$ cat config.mk
export PLATFORM = sky130hd
export DESIGN_NAME = shifter_arbiter
export DESIGN_NICKNAME = d
export VERILOG_FILES = /design/src/rtl/shifter_arbiter.sv
export SDC_FILE = /design/constraint.sdc
export NUM_CORES = 1
export LEC_CHECK = 0
export CELL_PAD_IN_SITES_DETAIL_PLACEMENT = 1
export CELL_PAD_IN_SITES_GLOBAL_PLACEMENT = 1
export CORE_AREA = 2 2 364 366
export CTS_BUF_LIST = sky130_fd_sc_hd__clkbuf_16
export DETAILED_ROUTE_END_ITERATION = 7
export DIE_AREA = 0 0 366 368
export HOLD_SLACK_MARGIN = 0.03
export PLACE_DENSITY = 0.58
export SLEW_MARGIN = 20
export SYNTH_ARGS = -nofsm -noshare
export SYNTH_HDL_FRONTEND = slang
export SYNTH_SLANG_ARGS = --single-unit
export TNS_END_PERCENT = 30
$ cat constraint.sdc
create_clock -name clk_i -period 4.8 [get_ports clk_i]
set_input_delay 0.96 -clock clk_i [delete_from_list [all_inputs] [get_ports clk_i]]
set_output_delay 0.96 -clock clk_i [all_outputs]
set_load 0.005 [all_outputs]
$ cat src/rtl/shifter_arbiter.sv
// Round-robin front end that shares one multi-cycle shifter among NREQ requesters.
// A tag pipe carries requester ID and destination alongside the shifter; results land in a credit-guarded FIFO.
module shifter_arbiter #(
    parameter int NREQ   = 4,
    parameter int IDW    = 2,
    parameter int LAT    = 3,
    parameter int FDEPTH = 4
) (
    input  logic                 clk_i,
    input  logic                 reset_n_i,
    input  logic [NREQ-1:0]      req_i,
    output logic [NREQ-1:0]      gnt_o,
    input  logic [NREQ*64-1:0]   req_a_i,
    input  logic [NREQ*6-1:0]    req_b_i,
    input  logic [NREQ*7-1:0]    req_c_i,
    input  logic [NREQ*64-1:0]   req_d_i,
    input  logic [NREQ*5-1:0]    req_dst_i,
    input  logic [NREQ*2-1:0]    req_sa_i,
    input  logic [NREQ*2-1:0]    req_sd_i,
    input  logic [NREQ*3-1:0]    req_opr_i,
    output logic                 sh_act_o,
    output logic [63:0]          sh_a_o,
    output logic [5:0]           sh_b_o,
    output logic [6:0]           sh_c_o,
    output logic [63:0]          sh_d_o,
    output logic [1:0]           sh_sa_o,
    output logic [1:0]           sh_sd_o,
    output logic [2:0]           sh_opr_o,
    output logic [4:0]           sh_dsti_o,
    input  logic [63:0]          sh_r_i,
    input  logic                 sh_ovr_i,
    input  logic                 sh_zero_i,
    input  logic                 sh_cout_i,
    input  logic                 sh_sign_i,
    output logic                 res_valid_o,
    input  logic                 res_rdy_i,
    output logic [IDW-1:0]       res_id_o,
    output logic [4:0]           res_dst_o,
    output logic [63:0]          res_r_o,
    output logic [3:0]           res_flags_o,
    output logic                 busy_o
);
    localparam int CW = $clog2(FDEPTH + 1);
    localparam int PW = (FDEPTH > 1) ? $clog2(FDEPTH) : 1;
    localparam int FW = IDW + 5 + 64 + 4;

    logic [63:0] a_arr [NREQ];
    logic [5:0]  b_arr [NREQ];
    logic [6:0]  c_arr [NREQ];
    logic [63:0] d_arr [NREQ];
    logic [4:0]  dst_arr [NREQ];
    logic [1:0]  sa_arr [NREQ];
    logic [1:0]  sd_arr [NREQ];
    logic [2:0]  opr_arr [NREQ];

    generate
        for (genvar gi = 0; gi < NREQ; gi++) begin : g_unpack
            assign a_arr[gi]   = req_a_i[gi*64 +: 64];
            assign b_arr[gi]   = req_b_i[gi*6 +: 6];
            assign c_arr[gi]   = req_c_i[gi*7 +: 7];
            assign d_arr[gi]   = req_d_i[gi*64 +: 64];
            assign dst_arr[gi] = req_dst_i[gi*5 +: 5];
            assign sa_arr[gi]  = req_sa_i[gi*2 +: 2];
            assign sd_arr[gi]  = req_sd_i[gi*2 +: 2];
            assign opr_arr[gi] = req_opr_i[gi*3 +: 3];
        end
    endgenerate

    logic [NREQ-1:0] gnt_q, gnt_d, elig;
    logic [IDW-1:0]  ptr_q, ptr_d, win_id;
    logic            win_found, credit_ok, issue, push, pop;
    logic            sh_act_q;
    logic [63:0]     sh_a_q, sh_d_q;
    logic [5:0]      sh_b_q;
    logic [6:0]      sh_c_q;
    logic [1:0]      sh_sa_q, sh_sd_q;
    logic [2:0]      sh_opr_q;
    logic [LAT:0]    tag_v_q;
    logic [IDW-1:0]  tag_id_q [LAT+1];
    logic [4:0]      tag_dst_q [LAT+1];
    logic [CW-1:0]   inflight_q, inflight_d, occ_q, occ_d;
    logic [CW:0]     credit_sum;
    logic [FW-1:0]   mem_q [FDEPTH];
    logic [PW-1:0]   wr_ptr_q, wr_ptr_d, rd_ptr_q, rd_ptr_d;

    // A requester granted last cycle may still hold REQ while it reacts, so it is masked.
    assign elig = req_i & ~gnt_q;

    always_comb begin
        int idx;
        idx       = 0;
        win_found = 1'b0;
        win_id    = '0;
        for (int k = 0; k < NREQ; k++) begin
            idx = int'(ptr_q) + k;
            if (idx >= NREQ) idx = idx - NREQ;
            if (!win_found && elig[idx]) begin
                win_found = 1'b1;
                win_id    = IDW'(idx);
            end
        end
    end

    assign credit_sum = {1'b0, inflight_q} + {1'b0, occ_q};
    assign credit_ok  = credit_sum < (CW+1)'(FDEPTH);
    assign issue      = credit_ok && win_found;
    assign push       = tag_v_q[LAT];
    assign pop        = (occ_q != '0) && res_rdy_i;

    always_comb begin
        gnt_d = '0;
        if (issue) gnt_d[win_id] = 1'b1;
        ptr_d = (int'(win_id) == NREQ - 1) ? '0 : win_id + 1'b1;
        inflight_d = inflight_q;
        if (issue && !push) inflight_d = inflight_q + 1'b1;
        else if (!issue && push) inflight_d = inflight_q - 1'b1;
        occ_d = occ_q;
        if (push && !pop) occ_d = occ_q + 1'b1;
        else if (!push && pop) occ_d = occ_q - 1'b1;
        wr_ptr_d = (wr_ptr_q == PW'(FDEPTH - 1)) ? '0 : wr_ptr_q + 1'b1;
        rd_ptr_d = (rd_ptr_q == PW'(FDEPTH - 1)) ? '0 : rd_ptr_q + 1'b1;
    end

    always_ff @(posedge clk_i) begin
        if (!reset_n_i) begin
            gnt_q      <= '0;
            ptr_q      <= '0;
            sh_act_q   <= 1'b0;
            sh_a_q     <= '0;
            sh_b_q     <= '0;
            sh_c_q     <= '0;
            sh_d_q     <= '0;
            sh_sa_q    <= '0;
            sh_sd_q    <= '0;
            sh_opr_q   <= '0;
            tag_v_q    <= '0;
            inflight_q <= '0;
            occ_q      <= '0;
            wr_ptr_q   <= '0;
            rd_ptr_q   <= '0;
            for (int k = 0; k <= LAT; k++) begin
                tag_id_q[k]  <= '0;
                tag_dst_q[k] <= '0;
            end
            for (int k = 0; k < FDEPTH; k++) mem_q[k] <= '0;
        end else begin
            gnt_q    <= gnt_d;
            sh_act_q <= issue;
            tag_v_q  <= {tag_v_q[LAT-1:0], issue};
            if (issue) begin
                ptr_q        <= ptr_d;
                sh_a_q       <= a_arr[win_id];
                sh_b_q       <= b_arr[win_id];
                sh_c_q       <= c_arr[win_id];
                sh_d_q       <= d_arr[win_id];
                sh_sa_q      <= sa_arr[win_id];
                sh_sd_q      <= sd_arr[win_id];
                sh_opr_q     <= opr_arr[win_id];
                tag_id_q[0]  <= win_id;
                tag_dst_q[0] <= dst_arr[win_id];
            end
            for (int k = 1; k <= LAT; k++) begin
                tag_id_q[k]  <= tag_id_q[k-1];
                tag_dst_q[k] <= tag_dst_q[k-1];
            end
            inflight_q <= inflight_d;
            occ_q      <= occ_d;
            if (push) begin
                mem_q[wr_ptr_q] <= {tag_id_q[LAT], tag_dst_q[LAT], sh_r_i,
                                    sh_ovr_i, sh_zero_i, sh_cout_i, sh_sign_i};
                wr_ptr_q        <= wr_ptr_d;
            end
            if (pop) rd_ptr_q <= rd_ptr_d;
        end
    end

    // Credit gating makes this unreachable; firing means the accounting is broken.
    a_no_overflow: assert property (@(posedge clk_i) disable iff (!reset_n_i)
                                    !(push && occ_q == CW'(FDEPTH)));

    assign gnt_o       = gnt_q;
    assign sh_act_o    = sh_act_q;
    assign sh_a_o      = sh_a_q;
    assign sh_b_o      = sh_b_q;
    assign sh_c_o      = sh_c_q;
    assign sh_d_o      = sh_d_q;
    assign sh_sa_o     = sh_sa_q;
    assign sh_sd_o     = sh_sd_q;
    assign sh_opr_o    = sh_opr_q;
    assign sh_dsti_o   = '0;
    assign res_valid_o = (occ_q != '0);
    assign {res_id_o, res_dst_o, res_r_o, res_flags_o} = mem_q[rd_ptr_q];
    assign busy_o      = (inflight_q != '0) || (occ_q != '0);
endmodule

==> summary.md, run 1 <==
| Metric | Value |
|---|---|
| Final WL | 117000 µm |
| Hold buffers post-CTS | 0 |
| Setup TNS | 0 ns |
| Post-CTS sizing | 0 |
| NetSw | 5.98 mW |
| Synth warn | 0 |
| Vias in the first global route | 19700 |
| Crit path buf inv count | 2 |
| Setup Skew | 0.0343 ns |
| Cell Rows | 133 |
| # DRC | 0 |
| Sequential share of power | 0.329 |
| Via density per instance | 4.13 |
| Post-Syn Instances | 1757 |
| ANT nets after route | 0 |
| CP Capture Type | output port |
| Max Freq | 0.251 GHz |
| Period utilization | 0.830 |
| Crit path max fanout | 35 |
| Delay-heaviest family, CP | flip-flops |
| Post-DP HPWL | 90300 µm |
| Post-synthesis instance area | 0.0231 mm² |
| First-pass GRT wire length | 159000 µm |
| Final setup viols | 0 |
| TritonCTS Sinks | 498 |
| Antenna violations before repair | 16 |
| Max cap viols | 0 |
| CP Class | reg2out |
| CTS tree | built |
| Die Ht | 368 µm |
| Slew Viols, Final | 0 |
| Initial core utilization | 0.176 |
| Largest net degree at the start of global routing | 96 |
| Gr ovfl total | 0 |
| Total power | 17.2 mW |
| Postcts setup bufs | 0 |
| Critical Path Slowest Stage Cell | dfxtp_4 |
| RSZ-0062 raised after global routing | no |
| Worst-Margin Slew | 0.958 ns |
| CTS Root Cell | clkbuf_16 |
| Die area | 0.135 mm² |
| PortBufs | 916 |
| Register Area | 0.0130 mm² |
| Fin. Hold Viols | 0 |
| Library cells used by synthesis | 37 |
| Skew-Pair Late Insertion Delay | 0.66 ns |
| Layout cells sized above 1 | 0.0845 |
| GRT Overall Usage | 0.168 |
| Switching Share | 0.347 |
| WP data required | 3.84 ns |
| Max-slew headroom | 0.361 |
| Area grow syn2layout | 58.0% |
| Fill cells | 14500 |
| CTS clk-pin slew, worst paths | 0.06 ns |
| CP max stage delay | 0.89 ns |
| Startpoint types | register |
| Clock share of power | 0.282 |
| Pint | 11.3 mW |
| Leak Pwr | 13.5 nW |
| Global placer's final weighted congestion | 0.879 |
| Worst Hold Class | reg2reg |
| # IOs | 922 |
| Seq/Total Area, Yosys | 0.562 |
| Drt wl/cell | 26.2 µm |
| Htree depth | 3 |
| Cell Pwr Density | 473 mW/mm² |
| CORE AREA | 0.131 mm² |
| Max clock buf depth | 3 |
| Mean area per synthesized cell | 13.1 µm² |
| Crit path time final | 3.98 ns |
| Combinational Power Share | 0.389 |
| Cts bufs inserted | 66 |
| TritonRoute pass-1 iters | 5 |
| Multi-input logic area | 0.00943 mm² |
| CP arrival | 3.02 ns |
| Max VDD drop | 0.291 mV |
| Net count, final | 3344 |
| Starting DRC count in detailed routing | 1045 |
| Crit-path cells | buf_4 -> mux4_2 -> clkdlybuf4s50_1 |
| Post-synthesis register bit count | 498 |
| Run status | completed |
| Die width | 366 µm |
| Vias | 18400 |
-- path summary, 6_finish.rpt --
check / cells after the start / to / slack [ns] / startpoint
setup / recovery: 3 / res_r_o[31] / 0.82 / register
hold / removal: 1 / tag_v_q[2] / 0.41 / tag_v_q[1]
setup reg to reg: 7 / sh_d_o[12] / 1.95 / inflight_q[2]
hold reg to reg: 1 / tag_v_q[2] / 0.41 / tag_v_q[1]
-- cells in the final DEF (no fill, tap or decap), types with 3 or more instances in the layout --
master,synthesis,final
clkdlybuf4s50_1,0,915
mux2i_1,311,311
edfxtp_1,300,300
and2_1,255,255
dfxtp_1,198,195
nand2_1,163,160
o221ai_1,153,153
mux4_2,75,75
and3_1,75,75
clkbuf_16,0,66
buf_4,30,37
inv_1,9,32
buf_12,0,13
clkinv_1,0,11
ha_1,10,10
nor2_1,9,9
a21oi_1,6,6
clkinv_2,0,6
diode_2,0,5
conb_1,1,5
bufinv_16,0,5
nand2b_1,7,4
xor2_1,4,4
nor2b_1,3,3
o21ai_0,3,3
nand3_1,3,3
nor3_1,4,3
nand2_4,0,3
or3_1,3,3
nand2b_4,0,3
inv_6,0,3
-- registers in the layout (all words and copies together) (netlist names), 3 cells and up, named ones only --
name / count
mem_q: 300
sh_a_o: 64
sh_d_o: 64
tag_dst_q: 20
tag_id_q: 8
sh_c_o: 7
sh_b_o: 6
gnt_o: 4
tag_v_q: 4
inflight_q: 3
occ_q: 3
sh_opr_o: 3
-- Yosys cell counts --
library cell  instances  share of area
a21oi_1               6         0.0013
nand2_1             163          0.027
or3b_1                1        0.00038
buf_1                 8         0.0013
nor3_2                1        0.00043
buf_6                 2        0.00098
o211ai_1              1        0.00033
o21a_1                2        0.00065
nor2_1                9         0.0015
or4_1                 1        0.00033
buf_4                30         0.0098
nand3_1               3        0.00065
mux2i_1             311           0.13
buf_2                25         0.0054
a211oi_1              1        0.00033
fa_1                  2         0.0017
a21boi_2              1        0.00049
nor2b_1               3        0.00081
clkbuf_4              4         0.0013
dfxtp_1             198           0.17
edfxtp_1            300           0.39
nor3b_1               3        0.00098
and2_1              255          0.069
mux4_2               75          0.073
nor3_1                4        0.00087
o211a_1               2        0.00087
a2111oi_2             1        0.00065
nand2b_1              7         0.0019
conb_1                1        0.00016
o221ai_1            153          0.058
ha_1                 10         0.0054
clkbuf_1             80          0.013
xor2_1                4         0.0015
o21ai_0               3        0.00065
inv_1                 9         0.0015
and3_1               75          0.020
or3_1                 3        0.00081
-- power groups by stage --
| stage | sequential, mW | combinational (mW) | clock [mW] |
|---|---|---|---|
| floorplan | 5.57 | 3.27 | 0 |
| global placement | 5.77 | 6.86 | 0 |
| detailed placement | 5.79 | 6.88 | 0 |
| CTS | 5.71 | 6.90 | 5.04 |
| global route | 5.77 | 7.23 | 5.19 |
| finish | 5.68 | 6.70 | 4.86 |
-- kinds of logic after synthesis --
group                    Yosys count  synth area share
AO/OA/AOI/OAI                    170            0.0633
XOR/XNOR                           4           0.00152
adder cells (fa/ha/maj)           12           0.00716
buffers and inverters            158            0.0332
flip-flops                       498             0.562
multiplexers                     386             0.208
other                              1          0.000162
AND/OR/NAND/NOR                  528             0.125
-- area by class of cell --
| type | instances | share of cell area |
|---|---|---|
| inverters | 9 | 0.000926 |
| multi-input cells | 1105 | 0.259 |
| repair buffers | 965 | 0.266 |
| well taps | 1755 | 0.0602 |
| diodes | 5 | 0.000343 |
| clock buffers | 66 | 0.0453 |
| flip-flops and latches | 498 | 0.356 |
| clock inverters | 55 | 0.0126 |
-- routing by layer --
metal	GRT usage	vias up	wire length, µm	share of wire
met5	0	-	39	0.00033
li1	-	8423	-	-
met4	0.0397	6	2440	0.021
met1	0.199	9135	47300	0.40
met2	0.282	737	55900	0.48
met3	0.0687	120	11200	0.096
-- worst reg2reg max path: stages, from the launching register on --
cell	delay, ns
dfxtp_1	0.33
ha_1	0.29
nor3_1	0.41
nand2_1	0.19
nor3_2	0.55
nand2_4	0.26
buf_12	0.25
o221ai_1	0.48
-- per-stage QoR --
stage | setup slack, ns | utilization | cells | instance area, µm² | hold WS (ns)
after CTS | 0.652 | 0.279 | 4453 | 36500 | 0.402
after global placement | 1.19 | 0.263 | 4332 | 34300 | 0.415
after global routing | 0.595 | 0.279 | 4454 | 36500 | 0.417
final | 0.816 | 0.279 | 4458 | 36500 | 0.405
after detailed placement | 1.15 | 0.263 | 4332 | 34300 | 0.421
after floorplan | 0.620 | - | 1761 | 23100 | 0.412
(Power assumes the default switching activity.)
==> run 2: changes to the inputs <==
--- a/config.mk
+++ b/config.mk
@@ -7,12 +7,12 @@
 export LEC_CHECK = 0
 export CELL_PAD_IN_SITES_DETAIL_PLACEMENT = 1
 export CELL_PAD_IN_SITES_GLOBAL_PLACEMENT = 1
-export CORE_AREA = 2 2 364 366
+export CORE_AREA = 2 2 360 362
 export CTS_BUF_LIST = sky130_fd_sc_hd__clkbuf_16
 export DETAILED_ROUTE_END_ITERATION = 7
-export DIE_AREA = 0 0 366 368
+export DIE_AREA = 0 0 362 364
 export HOLD_SLACK_MARGIN = 0.03
-export PLACE_DENSITY = 0.58
+export PLACE_DENSITY = 0.6
 export SLEW_MARGIN = 20
 export SYNTH_ARGS = -nofsm -noshare
 export SYNTH_HDL_FRONTEND = slang
==> constraint.sdc (replaced) <==
create_clock -name clk_i -period 3.3 [get_ports clk_i]
set_input_delay 0.66 -clock clk_i [delete_from_list [all_inputs] [get_ports clk_i]]
set_output_delay 0.66 -clock clk_i [all_outputs]
set_load 0.005 [all_outputs]
==> run 2 against run 1 <==
  * Non-clock buffer count increased by 21
  * Critical path depth unchanged
  * Clock skew down 0.016 ns
  * Core utilization rose by 0.73 points
  * Hold slack got worse by 0.040 ns
  * Clock power increased by 44%
  * First-iteration DRC count fell by 10%
  * Design area rose by 0.68%
  * Register-to-register slack lost 1.4 ns
  * Largest power group unchanged
==> summary.md, run 2 (same netlist as run 1, synthesis figures left out) <==
| Metric | Value |
|---|---|
| Run status | completed |
| R2R cell count | 11 |
| Period utilization | 0.956 |
| Die Ht | 364 µm |
| Pre-CTS WS | 0.0875 ns |
| Cell Pwr Density | 695 mW/mm² |
| Crit path max fanout | 4 |
| Crit path time final | 3.15 ns |
| Max cap viols | 0 |
| Htree depth | 2 |
| Hold buffers post-CTS | 0 |
| Most frequent cells in the layout | 913 x clkdlybuf4s50_1, 311 x mux2i_1, 300 x edfxtp_1 |
| Cts bufs inserted | 59 |
| Gr ovfl total | 0 |
| CP Capture Type | output port |
| # DRC | 0 |
| Cell Rows | 132 |
| Worst-Margin Slew | 0.870 ns |
| Setup ws final | 0.145 ns |
| Skew-Pair Late Insertion Delay | 0.64 ns |
| Leak Pwr | 13.7 nW |
| Post-route cell area | 0.0367 mm² |
| First-pass GRT wire length | 159000 µm |
| Vias | 18600 |
| GRT Overall Usage | 0.171 |
| Max FFs per register | 300 |
| TritonRoute pass-1 iters | 5 |
| Cell count after placement | 4273 |
| Max Freq | 0.317 GHz |
| Startpoint types | register |
| Vias in the first global route | 19800 |
| Slew Viols, Final | 0 |
| Postcts setup bufs | 0 |
| Largest net degree at the start of global routing | 76 |
| # IOs | 922 |
| Die area | 0.132 mm² |
| Biggest register | mem_q |
| Hold Path Depth | 2 |
| CP arrival | 2.49 ns |
| Fin cells | 4390 |
| CTS Root Cell | clkbuf_16 |
| Worst Hold Class | in2reg |
| Via density per instance | 4.25 |
| Fin. Hold Viols | 0 |
| Net count, final | 3358 |
| Max clock buf depth | 3 |
| Initial core utilization | 0.180 |
| Starting DRC count in detailed routing | 937 |
| Drt wl/cell | 26.8 µm |
| Layout cells sized above 1 | 0.0934 |
| Final setup viols | 0 |
| Max VDD drop | 0.407 mV |
| ANT nets after route | 0 |
| Total power | 25.5 mW |
| Post-DP HPWL | 91900 µm |
| Area grow syn2layout | 59.0% |
| CORE AREA | 0.128 mm² |
| Die width | 362 µm |
| Global placer's final weighted congestion | 0.883 |
| TritonCTS Sinks | 498 |
| Commonest non-fill, non-tap cell in the layout | clkdlybuf4s50_1 |
| Max-slew headroom | 0.420 |
| Final WL | 118000 µm |
| WP data required | 2.64 ns |
| PortBufs | 916 |
| CTS clk-pin slew, worst paths | 0.06 ns |
| CTS tree | built |
| Antenna violations before repair | 13 |
| CP Class | reg2out |
| Setup Skew | 0.0186 ns |
| Area post-placement | 0.0346 mm² |
| RSZ-0062 raised after global routing | yes |
run 2: changes by cell type in the layout (fill, tap and decap cells not counted), moves of 2 or more:
cell,previous run,this run
bufinv_16,5,11
clkinv_2,6,11
clkbuf_16,66,59
clkinvlp_4,1,3
inv_1,32,18
clkinv_4,1,3
buf_4,37,40
clkdlybuf4s50_1,915,913
buf_12,13,29
dlymetal6s2s_1,0,2
run 2: repair_timing:
| item | in CTS | in global routing |
|---|---|---|
| endpoints found under the setup margin | 5 | 3 |
| gates resized for setup | 2 | 3 |
| endpoints found under the hold margin | 0 | 0 |
| pin swaps | 0 | 0 |
run 2: per-stage QoR:
step           hold slack [ns]   TNS, ns  utilization
3_5_place_dp             0.420         0        0.270
5_1_grt                  0.319  -0.00532        0.286
2_1_floorplan            0.412    -43.50            -
3_3_place_gp             0.414         0        0.270
4_1_cts                  0.301         0        0.286
6_report                 0.366         0        0.286
run 2: worst max-delay path, stage by stage (launching register included):
cell             delay [ns]
dfxtp_1                0.36
or3_1                  0.47
or4_1                  0.43
clkdlybuf4s50_1        0.58
run 2: final cells by class:
cell class | instances | area, µm²
well taps | 1675 | 2100
fillers | 14000 | 91600
repair buffers | 986 | 10100
inverters | 9 | 33.8
diodes | 5 | 12.5
clock buffers | 59 | 1480
clock inverters | 53 | 591
flip-flops and latches | 498 | 13000
multi-input cells | 1105 | 9430
run 2: power breakdown:
part	switching, mW	internal [mW]
registers	0.669	7.54
logic	5.26	5.03
clock network	2.87	4.13
run 2: worst paths after layout:
| kind | from | end | slack [ns] |
|---|---|---|---|
| worst min-delay path | reset_n_i | ptr_q[0] | 0.37 |
| worst max register to register | inflight_q[2] | inflight_q[2] | 0.59 |
| worst max-delay path | occ_q[0] | busy_o | 0.15 |
| worst min register to register | tag_id_q[2][1] | tag_id_q[3][1] | 0.43 |
run 2: per-layer routing:
layer,vias up,routed length (µm),track usage
met4,16,2320,0.0369
met2,700,57100,0.291
met3,115,11500,0.0724
met5,-,101,0
met1,9365,46600,0.199
li1,8448,-,-
==> run 3: changes to the inputs <==
--- a/config.mk
+++ b/config.mk
@@ -5,14 +5,15 @@
 export SDC_FILE = /design/constraint.sdc
 export NUM_CORES = 1
 export LEC_CHECK = 0
+export ABC_AREA = 1
 export CELL_PAD_IN_SITES_DETAIL_PLACEMENT = 1
 export CELL_PAD_IN_SITES_GLOBAL_PLACEMENT = 1
-export CORE_AREA = 2 2 360 362
+export CORE_AREA = 2 2 361 363
 export CTS_BUF_LIST = sky130_fd_sc_hd__clkbuf_16
 export DETAILED_ROUTE_END_ITERATION = 7
-export DIE_AREA = 0 0 362 364
+export DIE_AREA = 0 0 363 365
 export HOLD_SLACK_MARGIN = 0.03
-export PLACE_DENSITY = 0.6
+export PLACE_DENSITY = 0.71
 export SLEW_MARGIN = 20
 export SYNTH_ARGS = -nofsm -noshare
 export SYNTH_HDL_FRONTEND = slang
==> run 3 against run 2 <==
  * Critical path depth increased by 1
  * Non-clock buffer count increased by 57
  * Sequential power increased by 4.1%
  * Largest cell class unchanged
==> summary.md, run 3 <==
| Metric | Value |
|---|---|
| Pint | 22.2 mW |
| Crit path time final | 3.17 ns |
| Net count, final | 5522 |
| Vias | 30600 |
| Starting DRC count in detailed routing | 2119 |
| Via density per instance | 4.66 |
| WL met2 | 69800 µm |
| Clock share of power | 0.163 |
| Final setup viols | 0 |
| Area grow syn2layout | 48.2% |
| # IOs | 922 |
| Worst Hold Class | reg2reg |
| WP data required | 2.64 ns |
| Leak Pwr | 20.1 nW |
| Slew Viols, Final | 0 |
| Die Ht | 365 µm |
| Drt wl/cell | 22.6 µm |
| TritonCTS Sinks | 498 |
| Post-DP HPWL | 111000 µm |
| Metal-1 WL | 60200 µm |
| CP Capture Type | output port |
| Synth Area in Adders | 0.00580 |
| Area share of the largest cell type after synthesis | 0.317 |
| Hold Path Origin | tag_dst_q[2][3] |
| Hold buffers post-CTS | 0 |
| Fill cells | 15600 |
| Commonest cells in the netlist | 864 x inv_1, 760 x nor2_1, 533 x nand2_1, 475 x nand3_1, 300 x edfxtp_1 |
| XOR/XNOR share of the synthesized area | 0.000308 |
| Largest family of logic cells by synthesized area | simple AND/OR/NAND/NOR gates |
| TritonRoute pass-1 iters | 6 |
| Combinational Power Share | 0.639 |
| WL met3 | 12600 µm |
| Post-synthesis compound-gate area fraction | 0.0480 |
| GRT Overall Usage | 0.213 |
| Post-synthesis instance area | 0.0285 mm² |
| CP Class | reg2out |
| Mean area per synthesized cell | 7.08 µm² |
| Seq/Total Area, Yosys | 0.456 |
| Library cells used by synthesis | 32 |
| Global placer's final weighted congestion | 0.928 |
| Initial core utilization | 0.221 |
| Worst-Margin Slew | 0.820 ns |
| Max-slew headroom | 0.454 |
| Most frequent cell after synthesis | inv_1 |
| Setup Skew | 0.0335 ns |
| Commonest non-fill, non-tap cell in the layout | clkdlybuf4s50_1 |
| RSZ-0062 raised after global routing | yes |
| Yosys top cell by area | edfxtp_1 |
| RR Startpoint | ptr_q[0] |
| Die width | 363 µm |
| Uppermost routed layer | met5 |
| Async S/R FF share, synth | 0 |
| Switching Share | 0.486 |
| CORE AREA | 0.129 mm² |
| ANT nets after route | 0 |
| Max cap viols | 0 |
| PortBufs | 916 |
| Top cells by area, synth | edfxtp_1 32%, dfxtp_1 14%, inv_1 11% |
| Max VDD drop | 0.664 mV |
| Post-Syn Instances | 4018 |
| Hold Path Depth | 2 |
| Largest net degree at the start of global routing | 86 |
| Startpoint types | register |
| Most frequent cells in the layout | 915 x clkdlybuf4s50_1, 872 x inv_1, 760 x nor2_1 |
| Fin. Hold Viols | 0 |
| CP arrival | 2.51 ns |
| Cell count after placement | 6434 |
| Area post-placement | 0.0399 mm² |
| Postcts setup bufs | 0 |
| Max clock buf depth | 3 |
| Run status | completed |
| Cts bufs inserted | 61 |
| CTS Root Cell | clkbuf_16 |
| CTS tree | built |
| Mux contribution to synthesized area | 0 |
| Final WL | 148000 µm |
| Vias in the first global route | 30700 |
| First-pass GRT wire length | 209000 µm |
| Crit path max fanout | 56 |
| Total power | 43.2 mW |
| Hold_ws | 0.415 ns |
| Max FFs per register | 300 |
| CTS clk-pin slew, worst paths | 0.06 ns |
| Antenna violations before repair | 38 |
| Layout cells sized above 1 | 0.0529 |
| Gr ovfl total | 0 |
| Fin cells | 6580 |
| Biggest register | mem_q |
| R2R cell count | 14 |
| Sequential share of power | 0.198 |
| Period utilization | 0.960 |
| Die area | 0.132 mm² |
| Cell Rows | 132 |
| Post-Synth Simple-Gate Area | 0.324 |
| Number of flops mapped to enable cells by yosys | 300 |
| Cell Pwr Density | 1020 mW/mm² |
| NetSw | 21.0 mW |
| # DRC | 0 |
| Max Freq | 0.315 GHz |
| Post-synth top flop | edfxtp_1 |
| Htree depth | 2 |
| Post-route cell area | 0.0422 mm² |
| Synth warn | 0 |
| Skew-Pair Late Insertion Delay | 0.66 ns |
| Post-synthesis register bit count | 498 |
==> run 3: layout make-up <==
class,instances,area (µm²),share of cell area
Timing Repair Buffer,1043,10700,0.255
Clock buffer,62,1550,0.0368
Antenna cell,29,72.6,0.00172
Multi-Input combinational cell,2351,10900,0.258
Clock inverter,54,543,0.0129
Tap cell,1675,2100,0.0497
Inverter,868,3290,0.0780
Sequential cell,498,13000,0.308
==> run 3: per-layer routing <==
| metal | GRT usage | up-vias |
|---|---|---|
| met3 | 0.0606 | 229 |
| met4 | 0.0823 | 22 |
| li1 | - | 14300 |
| met2 | 0.353 | 1148 |
| met5 | 0 | - |
| met1 | 0.262 | 14900 |
==> run 3: power groups by stage <==
stage / Clock [mW] / Combinational [mW] / Sequential [mW]
after floorplan: 0 / 15.2 / 8.38
after global placement: 0 / 27.2 / 8.62
after detailed placement: 0 / 27.6 / 8.66
after CTS: 7.26 / 27.9 / 8.55
after global routing: 7.47 / 30.4 / 8.65
final: 7.05 / 27.6 / 8.55
==> run 3: worst paths after layout <==
path                                   endpoint  slack [ns]
worst max-delay path                res_r_o[19]        0.13
worst min-delay path            tag_dst_q[3][3]        0.42
worst max register to register        sh_d_o[0]        0.44
worst min register to register  tag_dst_q[3][3]        0.42
==> run 3: stage by stage <==
stage                     setup slack [ns]   util  setup TNS, ns
after floorplan                     -0.247      -         -27.21
after global placement              0.0910  0.310              0
after detailed placement            0.0356  0.310              0
after CTS                           0.0115  0.327              0
after global routing               -0.0192  0.328        -0.0192
final                                0.130  0.328              0
==> run 3: cells by family after synthesis <==
kind of cell,after synthesis
xor+xnor,1
flops,498
other cells,1
compound gates,251
buf+inv,1173
simple gates,2082
fa+ha+maj,12
==> run 3: worst max-delay path, cell delays in order, from the launching register on <==
cell	delay, ns
dfxtp_4	0.46
bufbuf_16	0.45
nor2_1	0.09
o22ai_1	0.25
clkdlybuf4s50_1	0.57
==> run 3: what timing repair did <==
| item | in CTS | in global routing |
|---|---|---|
| gates resized for setup | 5 | 5 |
| setup endpoints to repair | 45 | 6 |
| gates cloned | 1 | 0 |
